### config.mk
export PLATFORM = sky130hd
export DESIGN_NAME = pipeline_stall_ctrl
export DESIGN_NICKNAME = d
export VERILOG_FILES = /design/src/rtl/pipeline_stall_ctrl.sv
export SDC_FILE = /design/constraint.sdc
export NUM_CORES = 1
export LEC_CHECK = 0
export BUFFER_PORTS_ARGS = -buffer_cell sky130_fd_sc_hd__buf_2
export CAP_MARGIN = 10
export CORE_MARGIN = 2
export CORE_UTILIZATION = 49
export CTS_CLUSTER_SIZE = 25
export DETAILED_ROUTE_END_ITERATION = 6
export GPL_TIMING_DRIVEN = 0
export PLACE_DENSITY_LB_ADDON = 0.25
export SLEW_MARGIN = 25
export SYNTH_ARGS = -nofsm -noshare
export SYNTH_HDL_FRONTEND = slang
export SYNTH_SLANG_ARGS = --single-unit
### constraint.sdc
create_clock -name clk -period 2 [get_ports clk]
set_input_delay 0.3 -clock clk [delete_from_list [all_inputs] [get_ports clk]]
set_output_delay 0.3 -clock clk [all_outputs]
set_load 0.05 [all_outputs]
### src/rtl/pipeline_stall_ctrl.sv
// Stall/flush sequencer for the 5-stage DLX pipeline: load-use bubble, multiplier freeze, branch flush.
// Outputs are Mealy (same cycle as inputs); stall_count is registered and saturates.
module pipeline_stall_ctrl #(
  parameter int MUL_CYCLES = 4,
  parameter int CNT_W      = 32
) (
  input  logic             clk,
  input  logic             rst_n,
  input  logic             load_hazard,
  input  logic             mul_id,
  input  logic             branch_taken,
  output logic             pc_we,
  output logic             ifid_we,
  output logic             ifid_flush,
  output logic             idex_we,
  output logic             idex_bubble,
  output logic             exmem_bubble,
  output logic             mul_busy,
  output logic [0:CNT_W-1] stall_count
);

  typedef enum logic [1:0] {RUN, LD_HOLD, MUL_WAIT} state_t;

  state_t             state_q, state_d;
  logic [3:0]         mcnt_q, mcnt_d;
  logic [CNT_W-1:0]   cnt_q, cnt_d;

  always_comb begin
    pc_we        = 1'b1;
    ifid_we      = 1'b1;
    idex_we      = 1'b1;
    ifid_flush   = 1'b0;
    idex_bubble  = 1'b0;
    exmem_bubble = 1'b0;
    mul_busy     = 1'b0;
    state_d      = state_q;
    mcnt_d       = mcnt_q;
    if (!rst_n) begin
      state_d = RUN;
      mcnt_d  = 4'd0;
    end else begin
      case (state_q)
        RUN: begin
          if (load_hazard) begin
            pc_we       = 1'b0;
            ifid_we     = 1'b0;
            idex_bubble = 1'b1;
            state_d     = LD_HOLD;
          end else begin
            ifid_flush = branch_taken;
            if (mul_id) begin
              state_d = MUL_WAIT;
              mcnt_d  = 4'(MUL_CYCLES - 1);
            end
          end
        end
        // The load-use detector still sees the bubble's stale compare here; ignore it.
        LD_HOLD: begin
          ifid_flush = branch_taken;
          if (mul_id) begin
            state_d = MUL_WAIT;
            mcnt_d  = 4'(MUL_CYCLES - 1);
          end else begin
            state_d = RUN;
          end
        end
        MUL_WAIT: begin
          pc_we        = 1'b0;
          ifid_we      = 1'b0;
          idex_we      = 1'b0;
          exmem_bubble = 1'b1;
          mul_busy     = 1'b1;
          if (mcnt_q <= 4'd1) begin
            state_d = RUN;
            mcnt_d  = 4'd0;
          end else begin
            mcnt_d = mcnt_q - 4'd1;
          end
        end
        default: begin
          state_d = RUN;
          mcnt_d  = 4'd0;
        end
      endcase
    end
  end

  always_comb begin
    cnt_d = cnt_q;
    if (!pc_we && (cnt_q != {CNT_W{1'b1}}))
      cnt_d = cnt_q + 1'b1;
  end

  always_ff @(posedge clk) begin
    if (!rst_n) begin
      state_q <= RUN;
      mcnt_q  <= 4'd0;
      cnt_q   <= '0;
    end else begin
      state_q <= state_d;
      mcnt_q  <= mcnt_d;
      cnt_q   <= cnt_d;
    end
  end

  // Ascending output range: leftmost bit (index 0) carries the MSB.
  assign stall_count = cnt_q;

endmodule

==> results_dict.tcl <==
set metrics [dict create \
    htree_levels 2 \
    area_growth_pct 26.1 \
    synth.yosys.warnings 0 \
    worst_pin_slew_ns 0.637 \
    hold_viol_final 0 \
    place_area_sq_um 2410 \
    drv_slew 0 \
    synth_xor_area_share_pct 3.38 \
    synth_fa_ha_area_share_pct 1.81 \
    post-route-period-util_pct 97.2 \
    die_area_sq_um 4760 \
    clkLatencyLatePin_ns 0.29 \
    ys_seq_area_share_pct 36.7 \
    cts_root_buf "clkbuf_8" \
    slew_headroom_pct 57.2 \
    grtUsageTotal_pct 20.3 \
    grt_pass1_vias 1699 \
    status "finished clean" \
    max_freq_ghz 0.515 \
    cts_sinks 38 \
    ff2ff_setup_slack_ns 0.06 \
    cts_tree "built" \
    synth_top_family_by_area "simple AND/OR/NAND/NOR gates" \
    drt-total-wl_um 4840 \
    yosysTopAreaCell "dfxtp_1" \
    nets 305 \
    cp_slowest_cell "a2111o_1" \
    critPathKind "reg -> reg" \
    fin_cells 348 \
    start_kind "register" \
    gp_congestion 0.891 \
    finalPower_w 0.00148 \
    wl_per_cell_um 13.9 \
    crit_fanout 7 \
    crit_required_ns 2.22 \
    finalSetupViolCount 0 \
    tns_ns 0 \
    end_kind "register" \
    overflow 0 \
    ys_top_cells_by_area "dfxtp_1 (37%), mux2i_1 (7.7%), nand2_1 (5.4%)" \
    syn_nets 248 \
    hold_class "in -> reg" \
    start_util_pct 51.4 \
    synth_top_flop_cell "dfxtp_1" \
    grt_pass1_wl_um 8020 \
    peakVddDrop_mv 0.360 \
    die_h_um 69.0 \
    die-width_um 69.0 \
    skew_ns 0.00551 \
    placementRows 23 \
    final_common_cell "buf_2" \
    synth_cell_types 50 \
    cts_made_buffers 5 \
    path_delay_family "simple AND/OR/NAND/NOR gates" \
    core_sq_um 4030 \
    layout_common_cells "buf_2 (45), nand2_1 (28), dfxtp_2 (22), nor2_1 (17), mux2i_1 (16)" \
    drc_errors 0 \
    syn_area_sq_um 2070 \
    cp_cell_sequence "and4_1 -> and4_1 -> buf_2 -> a2111o_1 -> or3_1 -> a21oi_1" \
    drt-pass1-iter-count 4 \
    antennaDiodeCount 0 \
    critical_path_buf_inv_count 1 \
    path_clk_slew_ns 0.07 \
    vias 1956 \
    p_leak_nw 1.11 \
    cap_violations 0 \
    antenna_found_initial 0 \
    design_area_sq_um 2610 \
    yosys_register_bits 38 \
    ant_nets 0 \
    cts_max_path_buffers 2 \
    synth-compound-area-share_pct 11.7 \
    drt-vias-per-instance 5.62 \
    syn_inst 240 \
    holdBufCountCts 0 \
    yosysTopAreaCellShare_pct 36.7 \
    layout-drive-gt1-share_pct 37.9 \
    rsz0062_at_grt "yes" \
    cellPowerDensity_nw_per_um2 565 \
    io_buffer_count 43 \
    worst_ep_arrival_time_ns 2.16 \
    ios 44 \
    dp_cells 333 \
    n_fill_cell 366 \
    yosys.area_share.simple_pct 34.1 \
    synthArstFlopShare_pct 0 \
    grt_max_degree 12 \
    synth_edf_count 0 \
    dp_hpwl_um 3480 \
    drt_iter0_drc 108 \
    finalCriticalPeriod_ns 1.94 \
    worst_path_most_repeated_cell "and4_1" \
    syn_avg_cell_area_sq_um 8.63 \
    synthMuxAreaShare_pct 7.73 \
    max_stage_delay_ns 0.43 \
]
## through the flow
stage / utilization, % / setup slack [ns] / hold WS, ns
after detailed placement: 59.8 / -0.122 / 0.449
after floorplan: - / -0.0415 / 0.475
after CTS: 62.6 / 0.0362 / 0.363
after global placement: 59.8 / -0.116 / 0.445
after global routing: 64.9 / -0.0393 / 0.369
final: 64.9 / 0.0565 / 0.372
## where the power goes
group          internal (W)  switching (W)  leakage, nW
Clock              0.000240       0.000259       0.0426
Combinational     0.0000636       0.000128        0.746
Sequential         0.000771      0.0000147        0.320
Total               0.00107       0.000401         1.11
## sequential cells by signal (all words and copies together) (netlist names)
register	flops
stall_count	32
mcnt_q	4
state_q	2
## area by class of cell
type | instances | area [sq um] | area share, %
flip-flops and latches | 38 | 796 | 30.4
inverters | 6 | 26.3 | 1.01
plain buffers | 13 | 86.3 | 3.30
multi-input cells | 183 | 1290 | 49.5
repair buffers | 50 | 268 | 10.2
clock buffers | 6 | 72.6 | 2.78
clock inverters | 2 | 8.76 | 0.335
well taps | 50 | 62.6 | 2.39
## worst paths after layout
path	cells after the start	endpoint	start
hold reg to reg	1	stall_count[24]	stall_count[24]
setup / recovery	6	stall_count[13]	stall_count[9]
hold / removal	3	state_q[0]	load_hazard
setup reg to reg	6	stall_count[13]	stall_count[9]
## cell families (layout without fill, tap and decap cells)
| group | Yosys count | count (layout) |
|---|---|---|
| AO/OA/AOI/OAI | 31 | 31 |
| AND/OR/NAND/NOR | 125 | 125 |
| flip-flops | 38 | 38 |
| adder cells (fa/ha/maj) | 3 | 3 |
| multiplexers | 16 | 16 |
| buffers and inverters | 19 | 77 |
| XOR/XNOR | 8 | 8 |
## cells in the mapped netlist (all sizes together), types with 2 or more instances
cell type / count
a31oi: 3
and2: 3
nor2b: 2
clkbuf: 6
nand3: 13
buf: 7
o21a: 5
nand4: 16
xor2: 2
nand2b: 6
nor3b: 2
mux2i: 16
xnor2: 6
and3: 5
nor2: 17
o21ai: 6
dfxtp: 38
a21oi: 7
inv: 5
nand2: 30
ha: 3
or3: 5
nor4: 6
and4: 10
nor3: 5
a2111oi: 2
## per-layer routing
layer / vias up / part of all wire (%) / track usage, %
li1: 1003 / - / -
met4: 0 / 0.87 / 5.88
met5: - / 0 / 0
met2: 45 / 45 / 31.2
met3: 5 / 5.4 / 4.39
met1: 903 / 49 / 28.6
## repair_timing
item / in CTS / in global routing
gates cloned: 0 / 0
pin swaps: 1 / 3
setup buffers: 0 / 7
endpoints found under the setup margin: 13 / 6
endpoints found under the hold margin: 0 / 0
resized for setup: 9 / 8
## worst min-delay path, stage by stage
cell	delay [ns]
buf_2	0.10
nand2b_1	0.15
nor3_1	0.06
Note: power is estimated with default switching activity, not from simulation.
